--- src/rtl/jtag_master_shifter.sv ---
// +------------------------------------------------------------------------+
// | jtag_master_shifter: command-driven JTAG TAP sequencer and shifter.     |
// | Optional macro JTAG_MASTER_TRST_EN drives TRST low during TAP resets.   |
// | Revision: 1.0                                                          |
// +------------------------------------------------------------------------+
`default_nettype none

module jtag_master_shifter #(
  parameter int CLK_DIV = 4
) (
  input  logic        clk_i,
  input  logic        rst_i,
  input  logic        cmd_valid_i,
  output logic        cmd_ready_o,
  input  logic [1:0]  cmd_op_i,
  input  logic [4:0]  cmd_len_i,
  input  logic [31:0] cmd_data_i,
  output logic        rsp_valid_o,
  input  logic        rsp_ready_i,
  output logic [31:0] rsp_data_o,
  output logic        jtag_tck_o,
  output logic        jtag_tms_o,
  output logic        jtag_tdi_o,
  output logic        jtag_trst_no,
  input  logic        jtag_tdo_i
);

  typedef enum logic [2:0] {
    S_IDLE    = 3'd0,
    S_RST_SEQ = 3'd1,
    S_HDR     = 3'd2,
    S_SHIFT   = 3'd3,
    S_TRAILER = 3'd4,
    S_RSP     = 3'd5
  } state_e;

  localparam logic [8:0] c_DIV      = 9'(CLK_DIV);
  localparam logic [8:0] c_PER_LAST = 9'(2 * CLK_DIV - 1);
`ifdef JTAG_MASTER_TRST_EN
  localparam logic       c_TRST_EN  = 1'b1;
`else
  localparam logic       c_TRST_EN  = 1'b0;
`endif

  state_e      state_q, state_d;
  logic [8:0]  phase_q, phase_d;
  logic [4:0]  bit_q, bit_d;
  logic [4:0]  len_q, len_d;
  logic [31:0] data_q, data_d;
  logic [31:0] cap_q, cap_d;
  logic        ir_q, ir_d;
  logic        auto_q, auto_d;
  logic        pre_q, pre_d;
  logic        rsp_valid_q, rsp_valid_d;
  logic        tck_q, tck_d;
  logic        tms_q, tms_d;
  logic        tdi_q, tdi_d;

  logic        w_run;
  logic        w_pend;
  logic        w_tms;
  logic        w_tdi;
  logic        w_last;
  logic        w_cmd_ready;

  assign w_cmd_ready = (state_q == S_IDLE) && !rsp_valid_q;
  assign cmd_ready_o = w_cmd_ready;
  assign rsp_valid_o = rsp_valid_q;
  assign rsp_data_o  = cap_q;
  assign jtag_tck_o  = tck_q;
  assign jtag_tms_o  = tms_q;
  assign jtag_tdi_o  = tdi_q;

  always_comb begin
    state_d     = state_q;
    phase_d     = phase_q;
    bit_d       = bit_q;
    len_d       = len_q;
    data_d      = data_q;
    cap_d       = cap_q;
    ir_d        = ir_q;
    auto_d      = auto_q;
    pre_d       = pre_q;
    rsp_valid_d = rsp_valid_q;
    tck_d       = 1'b0;
    tms_d       = tms_q;
    tdi_d       = tdi_q;
    w_tms       = 1'b0;
    w_tdi       = 1'b0;
    w_last      = 1'b0;
    w_run       = state_q inside {S_RST_SEQ, S_HDR, S_SHIFT, S_TRAILER};
    w_pend      = (phase_q == c_PER_LAST);

    // TMS/TDI of the TCK period currently being generated
    case (state_q)
      S_RST_SEQ: begin
        w_tms  = (bit_q != 5'd5);
        w_last = (bit_q == 5'd5);
      end
      S_HDR: begin
        w_tms  = (bit_q == 5'd0) || (ir_q && (bit_q == 5'd1));
        w_last = (bit_q == (ir_q ? 5'd3 : 5'd2));
      end
      S_SHIFT: begin
        w_tms  = (bit_q == len_q);
        w_tdi  = data_q[bit_q];
        w_last = (bit_q == len_q);
      end
      S_TRAILER: begin
        w_tms  = (bit_q == 5'd0);
        w_last = (bit_q == 5'd1);
      end
      default: ;
    endcase

    // Pin registers lag the phase counter by one cycle, keeping TCK/TMS/TDI aligned
    if (w_run) begin
      phase_d = w_pend ? 9'd0 : phase_q + 9'd1;
      tck_d   = !pre_q && (phase_q >= c_DIV);
      if ((phase_q == 9'd0) && !pre_q) begin
        tms_d = w_tms;
        tdi_d = w_tdi;
      end
      if ((state_q == S_SHIFT) && (phase_q == c_DIV + 9'd1)) begin
        cap_d[bit_q] = jtag_tdo_i;
      end
      if (w_pend) begin
        if (pre_q) begin
          pre_d = 1'b0;
        end else if (w_last) begin
          bit_d = 5'd0;
          case (state_q)
            S_RST_SEQ: state_d = auto_q ? S_IDLE : S_RSP;
            S_HDR:     state_d = S_SHIFT;
            S_SHIFT:   state_d = S_TRAILER;
            default:   state_d = S_RSP;
          endcase
        end else begin
          bit_d = bit_q + 5'd1;
        end
      end
    end

    case (state_q)
      S_IDLE: begin
        if (cmd_valid_i && w_cmd_ready) begin
          phase_d = 9'd0;
          bit_d   = 5'd0;
          len_d   = cmd_len_i;
          data_d  = cmd_data_i;
          cap_d   = 32'd0;
          auto_d  = 1'b0;
          case (cmd_op_i)
            2'b01: begin
              state_d = S_HDR;
              ir_d    = 1'b1;
            end
            2'b10: begin
              state_d = S_HDR;
              ir_d    = 1'b0;
            end
            default: begin
              state_d = S_RST_SEQ;
              pre_d   = c_TRST_EN;
            end
          endcase
        end
      end
      S_RSP: begin
        rsp_valid_d = 1'b1;
        if (rsp_valid_q && rsp_ready_i) begin
          rsp_valid_d = 1'b0;
          state_d     = S_IDLE;
        end
      end
      default: ;
    endcase
  end

  always_ff @(posedge clk_i) begin
    if (rst_i) begin
      state_q     <= S_RST_SEQ;
      phase_q     <= 9'd0;
      bit_q       <= 5'd0;
      len_q       <= 5'd0;
      data_q      <= 32'd0;
      cap_q       <= 32'd0;
      ir_q        <= 1'b0;
      auto_q      <= 1'b1;
      pre_q       <= c_TRST_EN;
      rsp_valid_q <= 1'b0;
      tck_q       <= 1'b0;
      tms_q       <= 1'b1;
      tdi_q       <= 1'b0;
    end else begin
      state_q     <= state_d;
      phase_q     <= phase_d;
      bit_q       <= bit_d;
      len_q       <= len_d;
      data_q      <= data_d;
      cap_q       <= cap_d;
      ir_q        <= ir_d;
      auto_q      <= auto_d;
      pre_q       <= pre_d;
      rsp_valid_q <= rsp_valid_d;
      tck_q       <= tck_d;
      tms_q       <= tms_d;
      tdi_q       <= tdi_d;
    end
  end

`ifdef JTAG_MASTER_TRST_EN
  logic trst_q;

  always_ff @(posedge clk_i) begin
    if (rst_i) begin
      trst_q <= 1'b0;
    end else begin
      trst_q <= !(w_run && pre_q);
    end
  end

  assign jtag_trst_no = trst_q & ~rst_i;
`else
  assign jtag_trst_no = 1'b1;
`endif

endmodule

`default_nettype wire

--- config.mk ---
export PLATFORM = sky130hd
export DESIGN_NAME = jtag_master_shifter
export DESIGN_NICKNAME = d
export VERILOG_FILES = /design/src/rtl/jtag_master_shifter.sv
export SDC_FILE = /design/constraint.sdc
export NUM_CORES = 1
export LEC_CHECK = 0
export CORE_AREA = 4 4 104 106
export CTS_BUF_LIST = sky130_fd_sc_hd__clkbuf_16
export CTS_CLUSTER_DIAMETER = 60
export DETAILED_ROUTE_END_ITERATION = 6
export DIE_AREA = 0 0 108 110
export GPL_TIMING_DRIVEN = 1
export PLACE_DENSITY = 0.73
export REMOVE_ABC_BUFFERS = 1
export SLEW_MARGIN = 30
export SYNTH_ARGS = -nofsm -noshare
export SYNTH_HDL_FRONTEND = slang
export SYNTH_SLANG_ARGS = --single-unit
--- constraint.sdc ---
create_clock -name clk_i -period 6.35 [get_ports clk_i]
set_input_delay 1.5875 -clock clk_i [delete_from_list [all_inputs] [get_ports clk_i]]
set_output_delay 1.5875 -clock clk_i [all_outputs]
set_load 0.01 [all_outputs]
* Word-level counts from Yosys, hierarchy flattened
Index checks and enable logic that the tools add are counted.
Operators by class: reductions and logical operators 21, order comparisons 3, multiplexer cells 40, bitwise operators 1, add/subtract/negate cells 2, equal/unequal tests 14
Operator list (count):
- 2-to-1 mux 32 bit | 4
- 2-to-1 mux 9 bit | 4
- bitwise mux 32 bit | 1
- 2-to-1 mux 5 bit | 6
- 2-to-1 mux 3 bit | 7
- == test 9 x 3 -> 1 bit, second input constant | 2
- 2-to-1 mux 1 bit | 10
- adder 9 x 1 -> 9 bit, second input constant | 1
- >= comparator 9 x 3 -> 1 bit, second input constant | 1
- logical NOT 9 bit | 1
- one-hot mux 3 bit (3 select lines) | 1
- logical AND 1 bit | 8
- one-hot mux 1 bit (4 select lines) | 2
- == test 3 x 2 -> 1 bit, second input constant | 2
- == test 3 bit, second input constant | 2
- less-than comparator 5 x 6 -> 1 bit, second input constant | 1
- one-hot mux 3 bit (2 select lines) | 1
- adder 5 x 1 -> 5 bit, second input constant | 1
- binary-select mux 1 bit (select 5 bit) | 1
- demux 1 bit (select 5 bit) | 1
- == test 5 x 1 -> 1 bit, second input constant | 1
- == test 5 x 2 -> 1 bit | 1
- == test 5 x 3 -> 1 bit, second input constant | 1
- == test 5 bit | 1
- other kinds (17) | 20
Storage, ports and cells: flip-flop bits (word level) 93, output and inout port bits 38, input bits 44, word-level logic and storage cells 94

* Longest topological paths before layout
depth after elaboration 9, mapped depth 9, gate-level depth less buffers 8

* Worst setup path before layout
Ideal clock, no wire load.
path kind register -> output, from reg state_q[2], to out cmd_ready_o, stages on the path, launching flop included 3, data arrival time 957 ps, path buffers 1, required time 4762 ps, path slack 3805 ps, cells stage by stage dfxtp_1 > clkbuf_1 > nor4_1
Between the ends: word-level cells in the longest chain between the ends 2
RTL lines:
- start: declaration | RTL line 45 | state_e state_q, state_d;
- start signal: assignment | RTL line 196 | state_q <= state_d;
- logical NOT 3 bit | RTL line 66 | assign w_cmd_ready = (state_q == S_IDLE) && !rsp_valid_q;
- logical AND 1 bit | RTL line 66
- end: declaration | RTL line 14 | output logic cmd_ready_o,
Every way passes these cells.

* Final worst setup path
from reg state_q[1], to out cmd_ready_o
Same word-level chain as after synthesis.

==> flow_summary.yaml <==
synth:
  synth_top_cell_by_area: "dfxtp_1"
  syn-cell-area_mm2: 0.004330
  synth_area_leaders: "dfxtp_1 (43%), nand2_1 (12%), a21oi_1 (6.7%)"
  synth_top_area_share_pct: 42.99
  yosys.cell_count.top_type: "nand2_1"
  ys_seq_elements: 93
  synthDistinctLibCells: 55
  ys_async_sr_fraction_pct: 0
  synthFlopType: "dfxtp_1"
  synthTopCellsByCount: "nand2_1 (137), dfxtp_1 (93), a21oi_1 (58), nor2_1 (44), clkbuf_1 (26)"
  syn_area_per_cell_um2: 8.049
  syn_inst: 538
  synth_edf_count: 0
  ys_warn_count: 0
  ys_seq_area_share_pct: 42.99
pwr:
  clkPwrFrac_pct: 43.3
  leakagePower_nw: 2.030
  p_per_area_mw_per_mm2: 218.2
  combinationalPowerShare_pct: 6.4
  finalPower_mw: 1.193
  seq_power_share_pct: 50.3
  irDropWorstVdd_v: 0.0001077
  switching_power_uw: 291.1
  internal_power_uw: 901.4
  switching_share_pct: 24.41
sta:
  relSlewSlack_pct: 49.91
  finClkSkew_ns: 0.007146
  max_freq_mhz: 292.0
  hold_violations: 0
  tightest_slew_ns: 0.7503
  fin_crit_ns: 3.425
  setup_viol: 0
  tns_ns: 0
  rsz0062_at_grt: "no"
  fin_crit_sh_pct: 53.93
  maxSlewViolCount: 0
worst_setup_path:
  crit_path_end_kind: "primary output"
  worstPathArrival_ns: 1.84
  cpPeakStageDelay_ns: 0.62
  cp_slowest_cell: "clkdlybuf4s50_1"
  r2r_start: "bit_q[1]$_SDFF_PP0_"
  critPathMaxFanout: 15
  reg2reg_depth: 7
  critical_path_required_ns: 4.76
  cp-start-kind: "register"
  r2r_slack_ns: 3.79
  path_cells: "nor4_1 > clkdlybuf4s50_1"
  critPathKind: "reg -> out"
  regToRegEndpoint: "bit_q[2]$_SDFF_PP0_"
run_status:
  outcome: "finished clean"
route:
  vias_per_cell: 5.132
  wl_per_cell_um: 13.80
  antenna_left: 0
  totalWireLength_um: 10130
  vias: 3767
  drt_iter0_drc: 222
  dr.pass1.iters: 4
  drc_errors: 0
floorplanning:
  fp-row-count: 36
  core_mm2: 0.009774
  io_pins: 82
  die_w_um: 108
  dieArea_mm2: 0.01188
  initial_core_util_pct: 44.30
  die_h_um: 110
grt:
  grt_max_degree: 50
  grt_pass1_vias: 3762
  grt_util_all_layers_pct: 17.80
  grt_pass1_wl_um: 17000
  overflow: 0
  antenna_found_initial: 0
clock_network:
  cts_tree: "done"
  cts.sinks: 93
  cts.path.max_buffers: 2
  postCtsHoldBufs: 0
  numCtsBuffers: 9
  cts_root_buf: "clkbuf_16"
  cts_resized: 0
  h-tree-depth: 3
  clk_pin_slew_ns: 0.06
  clk_latency_ns: 0.34
  cts_setup_buffers: 0
placement:
  placed_cells: 718
  globalplace.congestion: 0.7838
  io_buffers: 80
  place_hpwl_um: 7273
run:
  drv_cap: 0
worst_hold_path:
  holdPathEnd: "rsp_data_o[4]$_SDFF_PP0_"
  min_path_cells: 2
  hp-class: "reg -> reg"
  hp-start: "rsp_data_o[4]$_SDFF_PP0_"
finish:
  drive_gt1_share_pct: 7.488
  n_antenna_cell: 0
  nNetsFinal: 648
  stdcell_count: 734
  fillCellCount: 910
  area_growth_pct: 26.24
kinds of logic after synthesis:
family                   count (synthesis)  synth area share (%)
buffers and inverters                   47                 4.652
adder cells (fa/ha/maj)                  8                 2.312
AO/OA/AOI/OAI                           82                 10.84
flip-flops                              93                 42.99
AND/OR/NAND/NOR                        258                 27.13
other                                    1               0.08660
multiplexers                            34                 8.957
XOR/XNOR                                15                 3.034
worst max path at each step:
stage | startpoint | slack, ns | to
floorplan | cmd_valid_i | 2.76 | phase_q[0]$_SDFF_PP0_
global placement | rst_i | 2.53 | rsp_data_o[28]$_SDFF_PP0_
detailed placement | rst_i | 2.50 | rsp_data_o[19]$_SDFF_PP0_
CTS | rst_i | 2.86 | rsp_data_o[19]$_SDFF_PP0_
global route | state_q[1]$_SDFF_PP0_ | 2.74 | cmd_ready_o
finish | state_q[1]$_SDFF_PP0_ | 2.93 | cmd_ready_o
power groups by stage:
stage	Clock, mW	Sequential, mW	Combinational, mW
floorplan	0	0.609	0.0294
global placement	0	0.613	0.0742
detailed placement	0	0.613	0.0754
CTS	0.525	0.599	0.0757
global route	0.550	0.601	0.0840
finish	0.516	0.600	0.0761
metrics by stage:
stage	utilization (%)	area (µm²)	setup slack [ns]	hold slack, ns
final	55.93	5466	2.925	0.4558
after global routing	55.93	5466	2.739	0.4765
after CTS	55.79	5453	2.856	0.4567
after detailed placement	52.82	5162	2.496	0.4457
after global placement	52.87	5167	2.527	0.4410
after floorplan	-	4163	2.762	0.4267
per-layer routing:
metal	part of all wire (%)	GRT usage [%]	wire length (µm)	vias to the layer above
met5	0	0	0	-
met4	2.8	8.025	285	0
met3	5.1	3.611	518	28
met2	50	30.55	5016	97
met1	43	21.62	4309	1720
li1	-	-	-	1922
worst max-delay path, delay by kind of cell, from the launching register on:
kind | cells | cell delay [ns]
flops | 1 | 0.45
simple gates | 1 | 0.43
buf+inv | 1 | 0.62
cell type report:
class / instances / area [µm²] / area share (%)
inverters: 9 / 33.78 / 0.6180
flip-flops and latches: 93 / 1863 / 34.08
well taps: 133 / 166.4 / 3.044
clock inverters: 7 / 65.06 / 1.190
multi-input cells: 398 / 2280 / 41.70
repair buffers: 85 / 833.3 / 15.24
clock buffers: 9 / 225.2 / 4.120
state kept, by name, summed over array words and instances (netlist names):
signal	count
pre_q	1
ir_q	1
rsp_data_o	32
jtag_tck_o	1
jtag_tms_o	1
len_q	5
rsp_valid_o	1
state_q	3
bit_q	5
phase_q	9
data_q	32
auto_q	1
jtag_tdi_o	1
cells in the final DEF (no fill, tap or decap), drive strengths merged, types with 4 or more instances in the layout:
cell type / synthesis / final
nand2: 137 / 137
dfxtp: 93 / 93
clkdlybuf4s50: 0 / 79
a21oi: 58 / 58
nor2: 44 / 44
mux2i: 23 / 23
nand3: 21 / 21
inv: 9 / 13
xor2: 11 / 11
nor3: 11 / 11
clkbuf: 26 / 9
mux2: 8 / 8
ha: 8 / 8
and2: 6 / 6
buf: 12 / 6
nor3b: 6 / 6
o21ai: 5 / 5
nand3b: 4 / 4
xnor2: 4 / 4
and3: 4 / 4
nand2b: 4 / 4
Note: power is estimated with default switching activity, not from simulation.
